<file path="config.mk">
export PLATFORM = sky130hd
export DESIGN_NAME = ofdm_cp_inserter
export DESIGN_NICKNAME = d
export VERILOG_FILES = /design/src/rtl/ofdm_pkg.sv /design/src/rtl/cp_sym_buffer.sv /design/src/rtl/ofdm_cp_inserter.sv
export SDC_FILE = /design/constraint.sdc
export NUM_CORES = 2
export LEC_CHECK = 0
export CORE_MARGIN = 2
export CORE_UTILIZATION = 40
export DETAILED_ROUTE_END_ITERATION = 8
export PLACE_DENSITY = 0.6
export SYNTH_ARGS = -nofsm -noshare
export SYNTH_HDL_FRONTEND = slang
export SYNTH_SLANG_ARGS = --single-unit
</file>
<file path="constraint.sdc">
create_clock -name clk -period 7.6 [get_ports clk]
set_input_delay 1.14 -clock clk [delete_from_list [all_inputs] [get_ports clk]]
set_output_delay 1.14 -clock clk [all_outputs]
set_load 0.02 [all_outputs]
</file>
<file path="src/rtl/ofdm_pkg.sv">
// Purpose: shared types and default sizing for the OFDM transmit chain (IFFT + CP insertion).
// Latency: n/a (declarations only).
// Backpressure: n/a.
package ofdm_pkg;

  // Defaults shared with the IFFT stages so the whole chain agrees on sizing.
  localparam int OFDM_DATA_WIDTH = 16;
  localparam int OFDM_N          = 64;
  localparam int OFDM_CP_LEN     = 16;

  // Read-side state. PREFIX/BODY name the region of the *next* index to load.
  typedef enum logic [1:0] {
    IDLE   = 2'd0,
    PREFIX = 2'd1,
    BODY   = 2'd2
  } rd_state_t;

endpackage

</file>
<file path="src/rtl/cp_sym_buffer.sv">
// Purpose: two-bank symbol store, one synchronous write port, one asynchronous read port.
// Latency: write visible on the read port the cycle after the write edge; read is combinational.
// Backpressure: none; the owner guarantees a bank is never written while it is being read.
// Ports: clk; wr_en_i/wr_bank_i/wr_idx_i/wr_re_i/wr_im_i write port;
//        rd_bank_i/rd_idx_i select, rd_re_o/rd_im_o read data.
module cp_sym_buffer #(
  parameter  int DATA_WIDTH = 16,
  parameter  int N          = 64,
  localparam int AW         = $clog2(N)
) (
  input  logic                  clk,
  input  logic                  wr_en_i,
  input  logic                  wr_bank_i,
  input  logic [AW-1:0]         wr_idx_i,
  input  logic [DATA_WIDTH-1:0] wr_re_i,
  input  logic [DATA_WIDTH-1:0] wr_im_i,
  input  logic                  rd_bank_i,
  input  logic [AW-1:0]         rd_idx_i,
  output logic [DATA_WIDTH-1:0] rd_re_o,
  output logic [DATA_WIDTH-1:0] rd_im_o
);

  // Contents are deliberately not reset: the full flags decide what is meaningful.
  logic [2*DATA_WIDTH-1:0] mem_q [2][N];

  always_ff @(posedge clk) begin
    if (wr_en_i) begin
      mem_q[wr_bank_i][wr_idx_i] <= {wr_re_i, wr_im_i};
    end
  end

  assign {rd_re_o, rd_im_o} = mem_q[rd_bank_i][rd_idx_i];

endmodule

</file>
<file path="src/rtl/ofdm_cp_inserter.sv">
// Purpose: cyclic-prefix insertion; buffers N-sample symbols ping-pong, emits last CP_LEN then all N.
// Latency: last input accepted at edge k -> first prefix sample valid after edge k+1 (reader idle).
// Backpressure: in_ready low while the write bank is full; output register holds while out_ready low.
// Ports: clk, reset (sync, active-low); in_valid/in_ready/in_re/in_im input stream;
//        out_valid/out_ready/out_re/out_im/out_last output stream (out_last on final sample of symbol).
module ofdm_cp_inserter
  import ofdm_pkg::*;
#(
  parameter int DATA_WIDTH = OFDM_DATA_WIDTH,
  parameter int N          = OFDM_N,
  parameter int CP_LEN     = OFDM_CP_LEN
) (
  input  logic                  clk,
  input  logic                  reset,
  input  logic                  in_valid,
  output logic                  in_ready,
  input  logic [DATA_WIDTH-1:0] in_re,
  input  logic [DATA_WIDTH-1:0] in_im,
  output logic                  out_valid,
  input  logic                  out_ready,
  output logic [DATA_WIDTH-1:0] out_re,
  output logic [DATA_WIDTH-1:0] out_im,
  output logic                  out_last
);

  localparam int AW = $clog2(N);
  localparam logic [AW-1:0] IDX_LAST = AW'(N - 1);
  localparam logic [AW-1:0] IDX_ONE  = AW'(1);
  // First index emitted per symbol; N-CP_LEN truncates to 0 when CP_LEN == 0.
  localparam logic [AW-1:0] START_IDX = AW'(N - CP_LEN);

  // Write side
  logic          wr_bank_q, wr_bank_d;
  logic [AW-1:0] wr_idx_q, wr_idx_d;
  logic [1:0]    full_q, full_d;
  logic          wr_en;

  // Read side
  rd_state_t     state_q, state_d, region;
  logic          rd_bank_q, rd_bank_d;
  logic [AW-1:0] rd_idx_q, rd_idx_d;
  logic [AW-1:0] ld_idx;
  logic          advance, load, ld_last, clr_full;

  // Output register
  logic                  out_valid_q, out_valid_d;
  logic                  out_last_q, out_last_d;
  logic [DATA_WIDTH-1:0] out_re_q, out_re_d, out_im_q, out_im_d;
  logic [DATA_WIDTH-1:0] rd_re, rd_im;

  assign in_ready = reset && !full_q[wr_bank_q];
  assign wr_en    = in_valid && in_ready;
  assign advance  = !out_valid_q || out_ready;

  cp_sym_buffer #(
    .DATA_WIDTH (DATA_WIDTH),
    .N          (N)
  ) u_buf (
    .clk       (clk),
    .wr_en_i   (wr_en),
    .wr_bank_i (wr_bank_q),
    .wr_idx_i  (wr_idx_q),
    .wr_re_i   (in_re),
    .wr_im_i   (in_im),
    .rd_bank_i (rd_bank_q),
    .rd_idx_i  (ld_idx),
    .rd_re_o   (rd_re),
    .rd_im_o   (rd_im)
  );

  // Read FSM: decides whether this cycle loads the output register and what comes next.
  always_comb begin
    state_d   = state_q;
    rd_bank_d = rd_bank_q;
    rd_idx_d  = rd_idx_q;
    region    = state_q;
    ld_idx    = rd_idx_q;
    load      = 1'b0;
    ld_last   = 1'b0;
    clr_full  = 1'b0;

    if (advance) begin
      unique case (state_q)
        IDLE: begin
          if (full_q[rd_bank_q]) begin
            load   = 1'b1;
            ld_idx = START_IDX;
            if (CP_LEN > 0) region = PREFIX;
            else            region = BODY;
          end
        end
        default: load = 1'b1;
      endcase
    end

    if (load) begin
      if (region == PREFIX) begin
        if (ld_idx == IDX_LAST) begin
          state_d  = BODY;
          rd_idx_d = '0;
        end else begin
          state_d  = PREFIX;
          rd_idx_d = ld_idx + IDX_ONE;
        end
      end else if (ld_idx == IDX_LAST) begin
        // Final sample of the symbol: release the bank and chain into the next one if ready.
        ld_last   = 1'b1;
        clr_full  = 1'b1;
        rd_bank_d = ~rd_bank_q;
        rd_idx_d  = START_IDX;
        if (!full_q[~rd_bank_q]) state_d = IDLE;
        else if (CP_LEN > 0)     state_d = PREFIX;
        else                     state_d = BODY;
      end else begin
        state_d  = BODY;
        rd_idx_d = ld_idx + IDX_ONE;
      end
    end
  end

  // Write pointer and full flags. The two banks touched here are always distinct.
  always_comb begin
    wr_bank_d = wr_bank_q;
    wr_idx_d  = wr_idx_q;
    full_d    = full_q;
    if (wr_en) begin
      if (wr_idx_q == IDX_LAST) begin
        full_d[wr_bank_q] = 1'b1;
        wr_bank_d         = ~wr_bank_q;
        wr_idx_d          = '0;
      end else begin
        wr_idx_d = wr_idx_q + IDX_ONE;
      end
    end
    if (clr_full) begin
      full_d[rd_bank_q] = 1'b0;
    end
  end

  always_comb begin
    out_valid_d = out_valid_q;
    out_last_d  = out_last_q;
    out_re_d    = out_re_q;
    out_im_d    = out_im_q;
    if (load) begin
      out_valid_d = 1'b1;
      out_last_d  = ld_last;
      out_re_d    = rd_re;
      out_im_d    = rd_im;
    end else if (advance) begin
      out_valid_d = 1'b0;
      out_last_d  = 1'b0;
    end
  end

  always_ff @(posedge clk) begin
    if (!reset) begin
      wr_bank_q   <= 1'b0;
      wr_idx_q    <= '0;
      full_q      <= '0;
      state_q     <= IDLE;
      rd_bank_q   <= 1'b0;
      rd_idx_q    <= '0;
      out_valid_q <= 1'b0;
      out_last_q  <= 1'b0;
      out_re_q    <= '0;
      out_im_q    <= '0;
    end else begin
      wr_bank_q   <= wr_bank_d;
      wr_idx_q    <= wr_idx_d;
      full_q      <= full_d;
      state_q     <= state_d;
      rd_bank_q   <= rd_bank_d;
      rd_idx_q    <= rd_idx_d;
      out_valid_q <= out_valid_d;
      out_last_q  <= out_last_d;
      out_re_q    <= out_re_d;
      out_im_q    <= out_im_d;
    end
  end

  assign out_valid = out_valid_q;
  assign out_last  = out_last_q;
  assign out_re    = out_re_q;
  assign out_im    = out_im_q;

endmodule

</file>
==> results.toml <==
[cts]
cts_tree = "done"
cts.htree.levels = 5
cts-root-buf = "clkbuf_16"
cts_resized = 0
cts_buffers = 407
clk_pin_slew_ns = 0.06
cts_hold_buf = 0
clock_latency_ns = 0.98
postCtsSetupRepairBufs = 0
cts_sinks = 4149
clock_path_buffers = 4

[timing]
fin_setup_tns_ns = 0
worst_slew_pin_slew_ns = 1.64
period_share_pct = 77.1
relSlewSlack_pct = -10.2
hold_viol_final = 0
finalClockSkew_ns = 0.0545
timing.final.max_slew_violations = 4
setup_viol = 0
post-route-min-period_ns = 5.86
fmax_mhz = 171
rsz0062_at_grt = "no"

[power_and_ir_drop]
internal_power_w = 0.0366
pwr-share-seq_pct = 54.9
power.switching_w = 0.00915
sw_frac_of_total_pct = 20.0
power.density_nw_per_um2 = 248
combPwrFrac_pct = 1.2
leakagePower_nw = 54.3
clkPwrFrac_pct = 43.8
vdd_ir_drop_max_mv = 0.203

[synth]
synth_cell_types = 78
yosysWarnings = 0
ys_seq_area_share_pct = 76.8
async_flop_share_pct = 0
synth_area_um2 = 162000
ys_ff_latch = 4149
synth_common_cells = "edfxtp_1 (4,096), mux2i_1 (634), mux4_2 (609)"
synth_edf_count = 4096
synth_top_area_cell = "edfxtp_1"
dominantRegCellSynth = "edfxtp_1"
syn_avg_cell_area_um2 = 19.2
syn-num-nets = 8466
synth_area_leaders = "edfxtp_1 (76%), mux4_2 (8.5%), mux2i_1 (3.9%), a21oi_1 (1.0%), o221ai_1 (0.99%)"
yosys.area.top_type_share_pct = 76.1
syn_inst = 8428
synth_most_common_cell = "edfxtp_1"

[place]
dpl.cell_count = 13800
postPlaceCellArea_um2 = 171000
place_hpwl_um = 277000
numPortBuffers = 70
place.gp.congestion = 0.854

[setup_path]
critPathArrivalTime_ns = 6.75
critical_path_class = "in2reg"
crit_required_ns = 8.49
rrSetupSlack_ns = 2.00
critPathLaunch = "out_ready"
crit_path_end_kind = "register"
worstReg2RegStart = "wr_bank_q"
crit_fanout = 34
cp-start-kind = "primary input"

[global_route]
grt_pass1_wl_um = 664000
first_global_vias = 85100
grt_usage_pct = 22.9
grt_max_degree = 123
overflow = 0
antenna_found_initial = 33

[floorplan]
rows = 233
die_area_um2 = 409000
design.core.area_um2 = 403000
die_y_um = 640
die_w_um = 640
io-pin-count = 71
start_util_pct = 40.1

[min_path]
hp-class = "reg2reg"
holdCritStartpoint = "rd_idx_q[5]"

[route]
detail_route.iter0.violations = 12500
wl_um = 478000
drc = 0
vias_per_cell = 6.01
drtAntennaViolNets = 0
wl_per_cell_um = 32.9
num_vias = 87200
dr.pass1.iters = 9

[run]
drv_cap = 3

[layout]
layout-drive-gt1-share_pct = 22.0
fin_cells = 14500
nets = 8794
area_delta_synth_final_pct = 14.2
design_area_um2 = 185000

[outcome]
status = "finished, violations left"
violations = "max-capacitance violations, max-slew violations"
-- path summary, 6_finish.rpt --
check / cells past startpoint / to
setup / recovery: 10 / out_im[1]
hold / removal: 2 / rd_idx_q[5]
setup reg to reg: 7 / u_buf.mem_q[1][402]
hold reg to reg: 2 / rd_idx_q[5]
-- state kept, by name (all words and copies together) (netlist names), named ones only --
name	flops
out_last	1
full_q	2
out_im	16
rd_idx_q	6
out_valid	1
wr_idx_q	6
rd_bank_q	1
u_buf.mem_q	4096
wr_bank_q	1
state_q	2
out_re	16
-- routing by layer --
metal	vias to the layer above	global-route usage [%]	routed length, um
li1	35400	-	-
met1	46500	32.2	193000
met2	4621	35.1	219000
met3	714	4.57	46100
met4	6	8.77	20000
met5	-	0	46
-- cells in the final DEF, fill, tap and decap left out, drive strengths merged, types with 4 or more instances in the layout --
cell / n
a22oi: 37
diode: 14
o22ai: 70
or4: 29
clkinv: 176
nor4b: 30
mux2i: 635
nand3: 47
edfxtp: 4096
nor2: 248
clkdlybuf4s50: 37
o221ai: 183
nor3: 227
o21a: 4
a211oi: 34
clkinvlp: 11
mux2: 105
a222oi: 63
inv: 16
nand2b: 36
a31oi: 35
clkbuf: 514
o22a: 33
a221oi: 4
o21ai: 323
a2111oi: 30
o2bb2ai: 29
nand2: 406
and2: 38
a21oi: 328
or2: 31
dfxtp: 53
bufinv: 39
buf: 417
o31ai: 4
nor2b: 11
nand4: 5
mux4: 609
nor4: 64
-- worst max-delay path: stages --
cell	delay [ns]
clkdlybuf4s50_1	0.74
nand2b_1	0.63
nand3_4	0.69
nand2_4	0.96
buf_4	0.36
a21oi_1	0.06
nor4_1	1.30
nor4_1	0.41
buf_4	0.31
nor3_2	0.09
-- metrics by stage --
stage | hold WS, ns | util (%) | worst slack, ns | power [W]
CTS | 0.497 | 45.8 | 1.94 | 0.0460
floorplan | 0.442 | - | 3.01 | 0.0257
detailed placement | 0.489 | 42.6 | 0.961 | 0.0262
finish | 0.514 | 45.8 | 1.74 | 0.0458
global route | 0.524 | 45.8 | 1.96 | 0.0469
global placement | 0.465 | 42.5 | 0.618 | 0.0262
-- final cells by class --
class | instances | area, um2
Sequential cell | 4149 | 124000
Clock inverter | 234 | 2330
Multi-Input combinational cell | 3736 | 36500
Clock buffer | 514 | 10800
Inverter | 8 | 35.0
Fill cell | 33500 | 218000
Tap cell | 5405 | 6760
Timing Repair Buffer | 454 | 4000
Antenna cell | 14 | 35.0
-- power groups by stage --
stage / Clock, W / Combinational (W) / Sequential, W
finish: 0.0201 / 0.000563 / 0.0252
global route: 0.0211 / 0.000589 / 0.0251
detailed placement: 0 / 0.000561 / 0.0256
floorplan: 0 / 0.0000374 / 0.0256
CTS: 0.0203 / 0.000560 / 0.0251
global placement: 0 / 0.000528 / 0.0256
-- logic make-up after synthesis --
| logic type | synth area share, % |
|---|---|
| buffers and inverters | 1.54 |
| AND/OR/NAND/NOR | 3.53 |
| multiplexers | 13.2 |
| flip-flops | 76.8 |
| adder cells (fa/ha/maj) | 0.0155 |
| AO/OA/AOI/OAI | 4.96 |
| XOR/XNOR | 0.0325 |
(Power assumes the default switching activity.)
